==> src/rtl/iquan_pkg.sv <==
// Shared types, default widths and saturation helpers for the inverse-quantisation engine.
package iquan_pkg;

    localparam int QW_DEF        = 4;
    localparam int OW_DEF        = 16;
    localparam int FRAME_LEN_DEF = 256;
    localparam int NCH_DEF       = 2;
    localparam int SHW_DEF       = 4;
    localparam int RD_LAT_DEF    = 1;
    localparam int SAT_CNT_W     = 16;

    // Frame controller state encoding.
    typedef logic [1:0] iq_state_t;
    localparam iq_state_t ST_IDLE  = 2'd0;
    localparam iq_state_t ST_RUN   = 2'd1;
    localparam iq_state_t ST_DRAIN = 2'd2;
    localparam iq_state_t ST_DONE  = 2'd3;

    // Largest value representable in an ow-bit two's complement sample.
    function automatic logic signed [63:0] sat_max(input int ow);
        return (64'sd1 <<< (ow - 1)) - 64'sd1;
    endfunction

    // Smallest value representable in an ow-bit two's complement sample.
    function automatic logic signed [63:0] sat_min(input int ow);
        return -(64'sd1 <<< (ow - 1));
    endfunction

    // Clamp a wide signed value into the ow-bit range; sat reports that clipping happened.
    function automatic logic signed [63:0] sat_clamp(input logic signed [63:0] v,
                                                     input int ow,
                                                     output logic sat);
        logic signed [63:0] hi;
        logic signed [63:0] lo;
        logic signed [63:0] r;
        hi  = sat_max(ow);
        lo  = sat_min(ow);
        r   = v;
        sat = 1'b0;
        if (v > hi) begin
            r   = hi;
            sat = 1'b1;
        end else if (v < lo) begin
            r   = lo;
            sat = 1'b1;
        end
        return r;
    endfunction

endpackage

==> src/rtl/iquan_dequant.sv <==
// Combinational dequantiser: sign-extend, power-of-two rescale, saturate, optional offset binary.
module iquan_dequant
    import iquan_pkg::*;
#(
    parameter int QW  = QW_DEF,
    parameter int OW  = OW_DEF,
    parameter int SHW = SHW_DEF
) (
    input  logic [QW-1:0]  q_i,
    input  logic [SHW-1:0] shift_i,
    input  logic           offset_bin_i,
    output logic [OW-1:0]  y_o,
    output logic           sat_o
);

    // Wide enough that the largest shift of the most negative code never overflows.
    localparam int VW = QW + (2 ** SHW) - 1;

    logic signed [VW-1:0] q_ext;
    logic signed [VW-1:0] v;
    logic signed [63:0]   v_wide;
    logic [OW-1:0]        y;
    logic                 sat;

    // Rescale and clip one code; the MSB flip turns two's complement into offset binary.
    always_comb begin
        q_ext  = {{(VW - QW){q_i[QW-1]}}, q_i};
        v      = q_ext <<< shift_i;
        v_wide = {{(64 - VW){v[VW-1]}}, v};
        sat    = 1'b0;
        y      = OW'(sat_clamp(v_wide, OW, sat));
        if (offset_bin_i) begin
            y[OW-1] = ~y[OW-1];
        end
        y_o   = y;
        sat_o = sat;
    end

endmodule

==> src/rtl/iquan_frame_engine.sv <==
// Frame controller: walks the source RAM once per start, dequantises each code and writes PCM.
module iquan_frame_engine
    import iquan_pkg::*;
#(
    parameter int QW        = QW_DEF,
    parameter int OW        = OW_DEF,
    parameter int FRAME_LEN = FRAME_LEN_DEF,
    parameter int NCH       = NCH_DEF,
    parameter int SHW       = SHW_DEF,
    parameter int RD_LAT    = RD_LAT_DEF,
    parameter int AW        = $clog2(FRAME_LEN * NCH)
) (
    input  logic               clk_in,
    input  logic               rst_n,
    input  logic               start,
    input  logic               abort,
    input  logic               offset_bin,
    input  logic [NCH*SHW-1:0] shift_cfg,
    input  logic               intr_clr,
    output logic               busy,
    output logic               intr,
    output logic [15:0]        sat_cnt,
    output logic [AW-1:0]      rd_addr,
    output logic               rd_en,
    input  logic [QW-1:0]      rd_data,
    output logic [AW-1:0]      wr_addr,
    output logic               wr_en,
    output logic [OW-1:0]      wr_data
);

    localparam int N   = FRAME_LEN * NCH;
    localparam int CHW = (NCH > 1) ? $clog2(NCH) : 1;

    // Control state
    iq_state_t            state_q, state_d;
    logic [AW-1:0]        rd_addr_q, rd_addr_d;
    logic [CHW-1:0]       ch_q, ch_d;
    logic [NCH*SHW-1:0]   shift_q, shift_d;
    logic                 offset_q, offset_d;
    logic                 intr_q, intr_d;
    logic [SAT_CNT_W-1:0] sat_cnt_q, sat_cnt_d;

    // Read-latency alignment pipe: valid is reset, the payload it qualifies is not.
    logic [RD_LAT-1:0]    vld_q;
    logic [AW-1:0]        addr_pipe_q [RD_LAT];
    logic [CHW-1:0]       ch_pipe_q   [RD_LAT];

    // Write stage
    logic                 wr_en_q;
    logic [AW-1:0]        wr_addr_q;
    logic [OW-1:0]        wr_data_q;

    logic                 start_acc;
    logic                 flush;
    logic                 last_rd;
    logic                 pipe_empty;
    logic                 vld_last;
    logic [SHW-1:0]       cur_shift;
    logic [OW-1:0]        deq_y;
    logic                 deq_sat;

    assign start_acc  = start && (state_q == ST_IDLE);
    assign flush      = abort && ((state_q == ST_RUN) || (state_q == ST_DRAIN));
    assign last_rd    = (state_q == ST_RUN) && (rd_addr_q == AW'(N - 1));
    assign pipe_empty = (vld_q == '0);
    assign vld_last   = vld_q[RD_LAT-1];
    assign cur_shift  = shift_q[ch_pipe_q[RD_LAT-1]*SHW +: SHW];

    iquan_dequant #(
        .QW  (QW),
        .OW  (OW),
        .SHW (SHW)
    ) u_dequant (
        .q_i          (rd_data),
        .shift_i      (cur_shift),
        .offset_bin_i (offset_q),
        .y_o          (deq_y),
        .sat_o        (deq_sat)
    );

    // Next-state logic for the frame FSM, read counters, config capture, interrupt and sat count.
    always_comb begin
        state_d   = state_q;
        rd_addr_d = rd_addr_q;
        ch_d      = ch_q;
        shift_d   = shift_q;
        offset_d  = offset_q;
        intr_d    = intr_q;
        sat_cnt_d = sat_cnt_q;

        case (state_q)
            ST_IDLE: begin
                if (start) begin
                    state_d   = ST_RUN;
                    rd_addr_d = '0;
                    ch_d      = '0;
                    shift_d   = shift_cfg;
                    offset_d  = offset_bin;
                end
            end
            ST_RUN: begin
                if (abort) begin
                    state_d = ST_IDLE;
                end else if (last_rd) begin
                    state_d = ST_DRAIN;
                end else begin
                    rd_addr_d = rd_addr_q + AW'(1);
                    // Channel walks alongside the address so no modulo is needed.
                    ch_d      = (ch_q == CHW'(NCH - 1)) ? '0 : ch_q + CHW'(1);
                end
            end
            ST_DRAIN: begin
                // Empty valid pipe means the write stage holds the last sample this cycle.
                if (abort) begin
                    state_d = ST_IDLE;
                end else if (pipe_empty) begin
                    state_d = ST_DONE;
                end
            end
            default: begin
                state_d = ST_IDLE;
            end
        endcase

        if (start_acc || intr_clr) begin
            intr_d = 1'b0;
        end else if ((state_q == ST_DRAIN) && !abort && pipe_empty) begin
            intr_d = 1'b1;
        end

        // Count in the cycle before the write so aborted (never written) samples are not counted.
        if (start_acc) begin
            sat_cnt_d = '0;
        end else if (vld_last && !flush && deq_sat && (sat_cnt_q != '1)) begin
            sat_cnt_d = sat_cnt_q + SAT_CNT_W'(1);
        end
    end

    // Control registers.
    always_ff @(posedge clk_in or negedge rst_n) begin
        if (!rst_n) begin
            state_q   <= ST_IDLE;
            rd_addr_q <= '0;
            ch_q      <= '0;
            shift_q   <= '0;
            offset_q  <= 1'b0;
            intr_q    <= 1'b0;
            sat_cnt_q <= '0;
        end else begin
            state_q   <= state_d;
            rd_addr_q <= rd_addr_d;
            ch_q      <= ch_d;
            shift_q   <= shift_d;
            offset_q  <= offset_d;
            intr_q    <= intr_d;
            sat_cnt_q <= sat_cnt_d;
        end
    end

    // Valid pipe and write stage; abort empties both so strobes drop on the next cycle.
    always_ff @(posedge clk_in or negedge rst_n) begin
        if (!rst_n) begin
            vld_q     <= '0;
            wr_en_q   <= 1'b0;
            wr_addr_q <= '0;
            wr_data_q <= '0;
        end else begin
            vld_q[0] <= rd_en && !flush;
            for (int k = 1; k < RD_LAT; k++) begin
                vld_q[k] <= vld_q[k-1] && !flush;
            end
            wr_en_q <= vld_last && !flush;
            if (vld_last) begin
                wr_addr_q <= addr_pipe_q[RD_LAT-1];
                wr_data_q <= deq_y;
            end
        end
    end

    // Address and channel travel with the read; qualified by vld_q, so no reset needed.
    always_ff @(posedge clk_in) begin
        addr_pipe_q[0] <= rd_addr_q;
        ch_pipe_q[0]   <= ch_q;
        for (int k = 1; k < RD_LAT; k++) begin
            addr_pipe_q[k] <= addr_pipe_q[k-1];
            ch_pipe_q[k]   <= ch_pipe_q[k-1];
        end
    end

    assign busy    = (state_q == ST_RUN) || (state_q == ST_DRAIN);
    assign intr    = intr_q;
    assign sat_cnt = sat_cnt_q;
    assign rd_en   = (state_q == ST_RUN);
    assign rd_addr = rd_addr_q;
    assign wr_en   = wr_en_q;
    assign wr_addr = wr_addr_q;
    assign wr_data = wr_data_q;

endmodule

==> config.mk <==
export PLATFORM = sky130hd
export DESIGN_NAME = iquan_frame_engine
export DESIGN_NICKNAME = d
export VERILOG_FILES = /design/src/rtl/iquan_pkg.sv /design/src/rtl/iquan_dequant.sv /design/src/rtl/iquan_frame_engine.sv
export SDC_FILE = /design/constraint.sdc
export NUM_CORES = 1
export LEC_CHECK = 0
export ABC_AREA = 1
export CAP_MARGIN = 20
export CORE_UTILIZATION = 55
export DETAILED_ROUTE_END_ITERATION = 6
export PLACE_DENSITY = 0.9
export SKIP_CTS_REPAIR_TIMING = 1
export SLEW_MARGIN = 5
export SYNTH_ARGS = -nofsm -noshare
export SYNTH_HDL_FRONTEND = slang
export SYNTH_SLANG_ARGS = --single-unit
==> constraint.sdc <==
create_clock -name clk_in -period 3.3 [get_ports clk_in]
set_input_delay 0.33 -clock clk_in [delete_from_list [all_inputs] [get_ports clk_in]]
set_output_delay 0.33 -clock clk_in [all_outputs]
set_load 0.1 [all_outputs]
# [After elaboration in Yosys (flattened, before gate mapping)]
# Memories as Yosys holds them, arrays and structs flattened. A register that Yosys moved wholly into a read port is not among the register bits.
# Cells that the tools add are included.
[classes] eq_ne=9 div_mod_pow=0 n_bitwise=2 shifts=2 n_lt_le_gt_ge=2 n_addsub=3 reduce_logical=21 muxes=24 mul=0
[op_table] operator="2-to-1 mux 16 bit" count=4
[op_table] operator="2-to-1 mux 9 bit" count=3
[op_table] operator="greater-than comparator 19 x 16 -> 1 bit, second input constant" count=1
[op_table] operator="< comparator 19 x 16 -> 1 bit, second input constant" count=1
[op_table] operator="<<< shifter 4 x 4 -> 19 bit" count=1
[op_table] operator="case mux 9 bit (2 select lines)" count=1
[op_table] operator="adder 16 x 1 -> 16 bit, second input constant" count=1
[op_table] operator="!= test 16 bit, second input constant" count=1
[op_table] operator="2-to-1 mux 2 bit" count=5
[op_table] operator="adder 9 x 1 -> 9 bit, second input constant" count=1
[op_table] operator="equality test 9 bit, second input constant" count=1
[op_table] operator="logical AND 1 bit" count=9
[op_table] operator="2-to-1 mux 1 bit" count=9
[op_table] operator="variable part select 8 x 4 -> 4 bit" count=1
[op_table] operator="!= test 2 bit, second input constant" count=3
[op_table] operator="case mux 2 bit (3 select lines)" count=1
[op_table] operator="nonzero test 2 bit" count=3
[op_table] operator="AND reduction 4 bit" count=1
[op_table] operator="zero test 1 bit" count=3
[op_table] operator="!= test 3 x 2 -> 1 bit, second input constant" count=1
[op_table] operator="!= test 3 bit, second input constant" count=1
[op_table] operator="AND reduction 3 bit" count=1
[op_table] operator="equality test 2 x 1 -> 1 bit, second input constant" count=1
[op_table] operator="equality test 2 bit, second input constant" count=1
[op_table] operator="6 further kinds" count=8
[totals] word_cells=75 romBits=0 input_bits=18 latch_bits=0 ram_bits=10 mem_count=2 register_bits=56
[mem_list] memory="addr_pipe_q" depth=1 width=9 rd=1 rd_clocked_by_memory_dff=1 write_ports=1 line="iquan_frame_engine.sv:45" source="logic [AW-1:0] addr_pipe_q [RD_LAT];"
[mem_list] memory="ch_pipe_q" depth=1 width=1 rd=1 rd_clocked_by_memory_dff=0 write_ports=1 line="iquan_frame_engine.sv:46" source="logic [CHW-1:0] ch_pipe_q [RD_LAT];"

# [Depth between registers and ports, before layout]
# Gate-level depths: netlist of the first run.
# An unclocked memory read counts as a cell.
[depth] word_depth=10 ltp_mapped=14

# [Modules after synthesis]
# Synthesis of the first run repeated with hierarchy kept, for this count alone.
[hier_totals] cells_unflattened=530 hier_area_um2=3902.5
[by_module_without_submodules] mod="iquan_frame_engine" cells_each=428 instances=1 seq_area_each_um2=1826.8 area_each_um2=3437.0
[by_module_without_submodules] mod="iquan_dequant" cells_each=102 instances=1 seq_area_each_um2=0.0 area_each_um2=465.4

# [Worst setup path before layout of the first run]
# No wires, ideal clock.
[synth_timing] kind="flip-flop to flip-flop" start="register rd_addr_q[0], in the netlist rd_addr[0]" end="register rd_addr_q[7], in the netlist rd_addr[7]" stages_incl_launch_ff=13 required_ns=3.229 path_buffers=0 slack_ns=0.634 arrival_ns=2.594 cell_sequence="dfrtp_1 -> ha_1 -> nand3_1 -> nor2_1 -> ha_1 -> o21bai_1 -> o21ai_2 -> inv_1 -> nor3_2 -> nand3_1 -> o21ai_0 -> nand2_1 -> nor2_1"
[synth_between] elab_chain_cells=4 word_cells_on_any_way=8
[synth_lines] item="from (decl)" line="iquan_frame_engine.sv:36" source="logic [AW-1:0] rd_addr_q, rd_addr_d;"
[synth_lines] item="from (signal assigned)" line="iquan_frame_engine.sv:151" source="rd_addr_q <= rd_addr_d;"
[synth_lines] item="adder 9 x 1 -> 9 bit / equality test 9 bit (equally long branches)" line="iquan_frame_engine.sv:107, iquan_frame_engine.sv:64"
[synth_lines] item="2-to-1 mux 9 bit / logical AND 1 bit (equally long branches)" line="iquan_frame_engine.sv:104, iquan_frame_engine.sv:64"
[synth_lines] item="2-to-1 mux 9 bit / != test 2 bit (equally long branches)"
[synth_lines] item="case mux 9 bit (2 select lines) / AND reduction 4 bit (equally long branches)"
# Parallel ways exist; a longest one is shown, timed or not. The select of a mux whose other input is x is not followed.
# A chain may end at the register's enable or synchronous reset.

# [Worst setup path after layout of the first run]
[layout_timing] start="memory ch_pipe_q[0] (netlist name)" end="register wr_data_q[14], in the netlist wr_data[14]"
[layout_between] elab_chain_cells=6 word_cells_on_any_way=7
[layout_lines] item="from (decl)" line="iquan_frame_engine.sv:46"
[layout_lines] item="memory read (1 x 1 bit) (*)"
[layout_lines] item="variable part select 8 x 4 -> 4 bit (*)" line="iquan_frame_engine.sv:67" source="assign cur_shift = shift_q[ch_pipe_q[RD_LAT-1]*SHW +: SHW];"
[layout_lines] item="<<< shifter 4 x 4 -> 19 bit (*)" line="iquan_dequant.sv:28" source="v = q_ext <<< shift_i;"
[layout_lines] item="< comparator 19 x 16 -> 1 bit" line="iquan_pkg.sv:43" source="end else if (v < lo) begin"
[layout_lines] item="2-to-1 mux 16 bit" line="iquan_pkg.sv:43"
[layout_lines] item="2-to-1 mux 16 bit (*)" line="iquan_pkg.sv:40" source="if (v > hi) begin"
[layout_lines] item="to (signal assigned)" line="iquan_frame_engine.sv:175" source="wr_data_q <= deq_y;"
[layout_lines] item="to (decl)" line="iquan_frame_engine.sv:51" source="logic [OW-1:0] wr_data_q;"
# Every way passes the cells marked *; elsewhere a longest branch is shown, timed or not.

==> out/metrics.sh, run 1 <==
RSZ0062_AT_GRT='false'
PORTBUFFERS=71
SYNTH_CELL_TYPES=34
ROUTE.DETAILED.DRC=0
SYN-CELL-AREA_SQ_UM=3902
DETAILEDROUTE.FIRSTPASSITERATIONCOUNT=6
WORST_SETUP_PATH_END_KIND='register'
WORST_CASE_CLOCK_BUFFER_DEPTH=2
FIRST_GLOBAL_VIAS=3375
WORST_EP_ARRIVAL_TIME_NS=2.60
MAXIMUM_NUMBER_OF_PINS_ON_ONE_NET_BEFORE_GLOBAL_ROUTE_REPAIR=47
CAP_VIOLATIONS=0
NUMCTSBUFFERS=9
FLOORPLAN.IO_PINS=72
POSTSYNTH.ASYNCRESETSHARE=0.8667
CRIT_PATH_MAX_CELL_DELAY_NS=0.69
YOSYSTOPAREACELLSHARE=0.4168
ROUTE.FINAL.WIRE_LENGTH_MM=9.264
CRITICAL_PATH_REQUIRED_NS=3.52
WORSTPATHCELLLIST='o21ai_2 -> inv_2 -> nand2_1 -> nand2_1 -> nand3_2 -> a21oi_2 -> a21oi_1'
SYNTH_TOP_CELLS_BY_COUNT='nand2_1, dfrtp_1, nand3_1'
TIMING_WORST_SETUP_PATH_TYPE='register to register'
DIEHEIGHT_MICRONS=86.24
FINALHOLDVIOLATIONS=0
SYNTH_SEQUENTIAL_AREA_RATIO=0.4681
HTREE_NUM_LEVELS=3
CPMOSTUSEDCELL='nand2_1'
WIRE_LENGTH_OF_THE_FIRST_GLOBAL_ROUTING_PASS_MM=15.72
SETUP_VIOL=0
FINALWORSTPATHREQUIREDPERIOD_NS=2.375
SETUP_WS_NS=0.9250
POST-SYNTH-TOP-AREA-CELL='dfrtp_1'
NETLIST_TOP_CELLS_AREA='dfrtp_1, nand2_1, nand3_1'
NUMBER_OF_FLOPS_MAPPED_TO_ENABLE_CELLS_BY_YOSYS=0
SYNTHFLOPTYPE='dfrtp_1'
DESIGN.CORE.AREA_SQ_UM=6832
STATUS='complete, no violations'
SYNTH_NETS=501
PEAKVDDDROP_uV=846.9
TIGHTESTPINTRANSITION_NS=1.019
DIODE_COUNT=0
CTS-ROOT-BUF='clkbuf_8'
GLOBALPLACE.CONGESTION=0.9283
MAXSLEWHEADROOM=0.3185
POWER-PER-CELL-AREA_nW_PER_UM2=1054
DIE_WIDTH_MICRONS=86.24
SYNTH_CELLS=476
LAYOUT_WORST_PATH_CYCLE_SHARE=0.7197
DETAILED_PLACE_HPWL_MM=6.562
FINAL_UTIL=0.7090
CTS_SINKS=75
GRT-OVFL-TOTAL=0
POST_LAYOUT_NET_COUNT=572
PLACED_CELL_AREA_SQ_UM=4651
ROUTE.DETAILED.WL_PER_INST_MICRONS=14.30
TRITONCTS='built'
FINALMAXSLEWVIOLATIONS=0
ROW_COUNT=30
CELL_AREA_AFTER_LAYOUT_SQ_UM=4843
SYNTH_SEQ_CELLS=75
TIMING.CRITICAL_PATH.FANOUT_MAX=15
FINAL_ANTENNA_NET_COUNT=0
GRT_UTIL_ALL_LAYERS=0.2703
LEAKAGE_nW=2.340
DETAILROUTE.VIA_COUNT=3565
TIMING.SETUP.TNS_NS=0
PLACEMENT.SETUP.WORST_SLACK_NS=0.8686
DRTITER0DRC=209
WORST_PATH_MAX_DELAY_CELL='dfxtp_1'
CTS.REPORTEDPATHS.CLKPINSLEW_NS=0.09
DIE_AREA_SQ_UM=7436
CLKLATENCYLATEPIN_NS=0.36
ANTENNA_FOUND_INITIAL=0
WORST_HOLD_PATH_TYPE='input port to async pin'
SYNTH_AREA_PER_CELL_SQ_UM=8.199
DETAIL_ROUTE.VIAS_PER_CELL=5.502
INITIAL_CORE_UTIL=0.5712
CRITICAL_PATH.STARTPOINT_TYPE='register'
CLOCK-SKEW-FINAL_NS=0.01067
MOST_FREQUENT_CELL_AFTER_SYNTHESIS='nand2_1'
SYN_TO_FINAL_GROWTH_PCT=24.11
TIMING.FMAX_MHz=421.1
SHARE_OF_LAYOUT_CELLS_ABOVE_DRIVE_STRENGTH_1=0.1087
YOSYS_WARNINGS=0
stage by stage:
stage / hold WS [ns] / power [mW] / std cells
5_1_grt: 0.4446 / 5.407 / 648
3_5_place_dp: 0.2965 / 4.418 / 631
4_1_cts: -0.09933 / 5.106 / 647
6_report: 0.4252 / 5.106 / 648
2_1_floorplan: 0.03441 / 3.801 / 476
3_3_place_gp: 0.2889 / 4.328 / 631
layout make-up:
type                    instances  area, sq um
repair buffers                 76        740.7
well taps                      96        120.1
clock inverters                 7        58.81
inverters                      45        171.4
fillers                       505         1988
flip-flops and latches         75         1827
clock buffers                   9        123.9
multi-input cells             340         1802
layout by cell type (no fill, tap or decap), types with 9 or more instances in the layout:
master,Yosys,layout
nand2_1,106,106
dfrtp_1,65,65
nor2_1,44,44
a21oi_1,34,34
dfxtp_1,10,10
clkdlybuf4s50_1,0,68
nand3_2,13,13
o21ai_0,13,13
nand4_1,21,21
clkbuf_8,0,9
nand3_1,54,54
inv_1,42,42
xor2_1,12,12
per-layer routing:
metal / part of all wire / GRT usage / up-vias
li1: - / - / 1717
met1: 0.42 / 0.3392 / 1719
met2: 0.51 / 0.4545 / 110
met3: 0.051 / 0.06286 / 19
met4: 0.019 / 0.1061 / 0
met5: 0 / 0 / -
worst max-delay path, delay by kind of cell (launching register included):
kind                   cells  cell delay (ns)
buffers and inverters      1             0.17
AOI/OAI and AO/OA          3             1.00
and+or+nand+nor            3             0.39
DFF                        1             0.69
power by group:
part	leakage [nW]	switching, mW	internal (mW)	total [mW]
logic	1.34	2.34	0.743	3.08
registers	0.907	0.189	1.17	1.36
clock network	0.0929	0.380	0.287	0.667
total	2.34	2.91	2.20	5.11
sequential cells by signal, indices dropped and copies added, names as in the netlist:
signal	count
rd_addr	9
sat_cnt	16
offset_q	1
state_q	2
shift_q	8
wr_addr	9
addr_pipe_q	9
vld_last	1
ch_q	1
intr	1
wr_data	16
wr_en	1
ch_pipe_q	1
final timing paths:
path | start | to | slack [ns] | depth (start not counted)
worst max-delay path | ch_pipe_q[0]$_DFF_P_ | wr_data[14]$_DFFE_PN0P_ | 0.93 | 7
worst min-delay path | rst_n | rd_addr[4]$_DFFE_PN0P_ | 0.43 | 2
worst max register to register | ch_pipe_q[0]$_DFF_P_ | wr_data[14]$_DFFE_PN0P_ | 0.93 | 7
worst min register to register | ch_q$_DFFE_PN0P_ | ch_pipe_q[0]$_DFF_P_ | 0.43 | 0
max in group asynchronous | rst_n | wr_addr[0]$_DFFE_PN0P_ | 1.94 | 3
min in group clk_in | ch_q$_DFFE_PN0P_ | ch_pipe_q[0]$_DFF_P_ | 0.43 | 0
cells by family after synthesis:
kind of cell             share of synthesized area
buffers and inverters                      0.07021
AND/OR/NAND/NOR                             0.3168
multiplexers                              0.008656
flip-flops                                  0.4681
AO/OA/AOI/OAI                              0.08464
XOR/XNOR                                   0.02918
adder cells (fa/ha/maj)                    0.02244
No activity file was read; power rests on OpenSTA's default activity.
==> inputs of run 2 (changes only) <==
CORE_UTILIZATION = 47   (was 55)
PLACE_DENSITY = 0.83   (was 0.9)
clock period = 2.1 ns   (was 3.3 ns; I/O delays follow)
==> out/metrics.sh, run 2 (synthesis results as in run 1) <==
DRTITER0DRC=178
DETAIL_ROUTE.VIAS_PER_CELL=5.416
DIODE_COUNT=0
DIE_WIDTH_MICRONS=93.12
DETAILROUTE.VIA_COUNT=3623
WORST_PATH_MAX_DELAY_CELL='dfrtp_4'
REG2REGPATHDEPTH=12
DETAILEDROUTE.FIRSTPASSITERATIONCOUNT=5
CELL_AREA_AFTER_LAYOUT_SQ_UM=5021
TIMING.CRITICAL_PATH.FANOUT_MAX=4
CLOCK-SKEW-FINAL_NS=0.01074
WIRE_LENGTH_OF_THE_FIRST_GLOBAL_ROUTING_PASS_MM=15.23
POST_LAYOUT_NET_COUNT=587
ROW_COUNT=32
MAXIMUM_NUMBER_OF_PINS_ON_ONE_NET_BEFORE_GLOBAL_ROUTE_REPAIR=66
NUMCTSBUFFERS=9
R2R-START='rd_addr[1]$_DFFE_PN0P_'
FIRST_GLOBAL_VIAS=3282
GRT-OVFL-TOTAL=0
MAXSLEWHEADROOM=0.7662
CTS.REPORTEDPATHS.CLKPINSLEW_NS=0.09
TIMING_WORST_SETUP_PATH_TYPE='register to register'
CRIT_PATH_MAX_CELL_DELAY_NS=0.51
POWER-PER-CELL-AREA_nW_PER_UM2=1674
PORTBUFFERS=71
CLKLATENCYLATEPIN_NS=0.36
CTS_SINKS=75
ROUTE.DETAILED.DRC=0
POWER.NET_SWITCHING_mW=4.630
WORST_SETUP_PATH_END_KIND='register'
PORTION_OF_TOTAL_POWER_ATTRIBUTED_TO_COMBINATIONAL_LOGIC=0.609
LAYOUT_WORST_PATH_CYCLE_SHARE=0.9869
FINALHOLDVIOLATIONS=0
RRSETUPSLACK_NS=0.03
SYN_TO_FINAL_GROWTH_PCT=28.66
WORSTPATHBUFFERINVERTERCOUNT=1
FLOORPLAN.IO_PINS=72
DESIGN.CORE.AREA_SQ_UM=7888
FAMILY_WITH_THE_MOST_DELAY_ON_THE_WORST_PATH='simple AND/OR/NAND/NOR gates'
ROUTE.DETAILED.WL_PER_INST_MICRONS=14.17
DETAILED_PLACE_HPWL_MM=6.470
HTREE_NUM_LEVELS=3
CAP_VIOLATIONS=0
SWITCHING_SHARE=0.5508
SETUP_VIOL=0
LAYOUT.CELLS.MOST_COMMON='nand2_1'
PLACED_CELL_AREA_SQ_UM=4742
SHARE_OF_LAYOUT_CELLS_ABOVE_DRIVE_STRENGTH_1=0.2787
INITIAL_CORE_UTIL=0.4948
LAYOUT_COMMON_CELLS='nand2_1, buf_4, nand3_1'
CPMOSTUSEDCELL='nand3_2'
POWER_FRAC_SEQ=0.257
CRITICAL_PATH_REQUIRED_NS=2.39
SHARE_CLK_OF_TOTAL_POWER=0.134
WORST_HOLD_PATH_TYPE='input port to async pin'
CTS-ROOT-BUF='clkbuf_8'
WORSTPATHCELLLIST='ha_4 -> nand3_2 -> nor2_2 -> ha_2 -> o21bai_4 -> o21ai_4 -> inv_2 -> nor3_4 -> nand3_2 -> o21ai_2 -> nand2_1 -> nor2_1'
RSZ0062_AT_GRT='true'
FINALMAXSLEWVIOLATIONS=0
ROUTE.FINAL.WIRE_LENGTH_MM=9.482
ANTENNA_FOUND_INITIAL=0
STATUS='complete, no violations'
TIGHTESTPINTRANSITION_NS=0.3508
FINAL_ANTENNA_NET_COUNT=0
TIMING.FMAX_MHz=482.5
LEAKAGE_nW=2.483
CRITICAL_PATH.STARTPOINT_TYPE='register'
DIEHEIGHT_MICRONS=93.12
WORST_CASE_CLOCK_BUFFER_DEPTH=2
INTERNAL_POWER_mW=3.775
FINAL_UTIL=0.6366
PEAKVDDDROP_uV=1274
DIE_AREA_SQ_UM=8671
FINALWORSTPATHREQUIREDPERIOD_NS=2.073
TIMING.RR.END='rd_addr[7]$_DFFE_PN0P_'
WORST_EP_ARRIVAL_TIME_NS=2.36
TRITONCTS='built'
GRT_UTIL_ALL_LAYERS=0.2241
GLOBALPLACE.CONGESTION=0.9332
[run 2: changes by cell type in the layout (fill, tap and decap cells not counted), sizes merged]
cell           change
buf               +67
clkdlybuf4s50     -52
inv                -4
clkbuf             +2
bufinv             +1
clkinvlp           +1
[run 2: layer usage]
metal / global-route usage / routed length (microns) / vias to the layer above
met5: 0 / 0 / -
met4: 0.1128 / 276 / 0
met3: 0.04228 / 540 / 25
met2: 0.3566 / 4538 / 131
met1: 0.2919 / 4127 / 1717
li1: - / - / 1750
[run 2: layout make-up]
| class | count | area, sq um |
|---|---|---|
| timing repair buffer | 91 | 773.2 |
| clock buffer | 11 | 131.4 |
| tap | 102 | 127.6 |
| fill | 672 | 2867 |
| sequential | 75 | 1863 |
| multi-input combinational | 340 | 1892 |
| inverter | 45 | 171.4 |
| clock inverter | 5 | 62.56 |
[run 2: power groups by stage]
stage | combinational [mW] | clock [mW] | sequential, mW
2_1_floorplan | 2.33 | 0 | 3.75
3_3_place_gp | 4.97 | 0 | 2.17
3_5_place_dp | 5.01 | 0 | 2.18
4_1_cts | 5.04 | 1.13 | 2.16
5_1_grt | 5.46 | 1.20 | 2.20
6_report | 5.12 | 1.13 | 2.16
[run 2: stage by stage]
step / setup TNS (ns) / total power, mW / cells / hold WS (ns) / setup slack (ns)
2_1_floorplan: -0.1102 / 6.078 / 476 / -0.08559 / -0.1102
3_3_place_gp: 0 / 7.135 / 647 / 0.2532 / 0.04324
3_5_place_dp: -0.003077 / 7.196 / 647 / 0.2580 / -0.003077
4_1_cts: -0.04080 / 8.325 / 663 / -0.1261 / -0.04080
5_1_grt: -0.1866 / 8.860 / 669 / 0.4296 / -0.06296
6_report: 0 / 8.405 / 669 / 0.3964 / 0.02748
[run 2: worst max-delay path by stage]
| stage | from | end | slack (ns) | depth (start not counted) |
|---|---|---|---|---|
| 2_1_floorplan | rd_addr[1]$_DFFE_PN0P_ | rd_addr[7]$_DFFE_PN0P_ | -0.11 | 12 |
| 3_3_place_gp | rd_addr[1]$_DFFE_PN0P_ | rd_addr[7]$_DFFE_PN0P_ | 0.04 | 12 |
| 3_5_place_dp | rd_addr[1]$_DFFE_PN0P_ | rd_addr[7]$_DFFE_PN0P_ | -0.003 | 12 |
| 4_1_cts | rd_addr[1]$_DFFE_PN0P_ | rd_addr[7]$_DFFE_PN0P_ | -0.04 | 12 |
| 5_1_grt | rd_addr[1]$_DFFE_PN0P_ | rd_addr[7]$_DFFE_PN0P_ | -0.06 | 12 |
| 6_report | rd_addr[1]$_DFFE_PN0P_ | rd_addr[7]$_DFFE_PN0P_ | 0.03 | 12 |
[run 2: worst reg2reg max path: cells and delay by family, from the launching register on]
family          cells  cell delay, ns
simple gates        6            0.55
flops               1            0.51
compound gates      3            0.50
fa+ha+maj           2            0.37
buf+inv             1            0.08
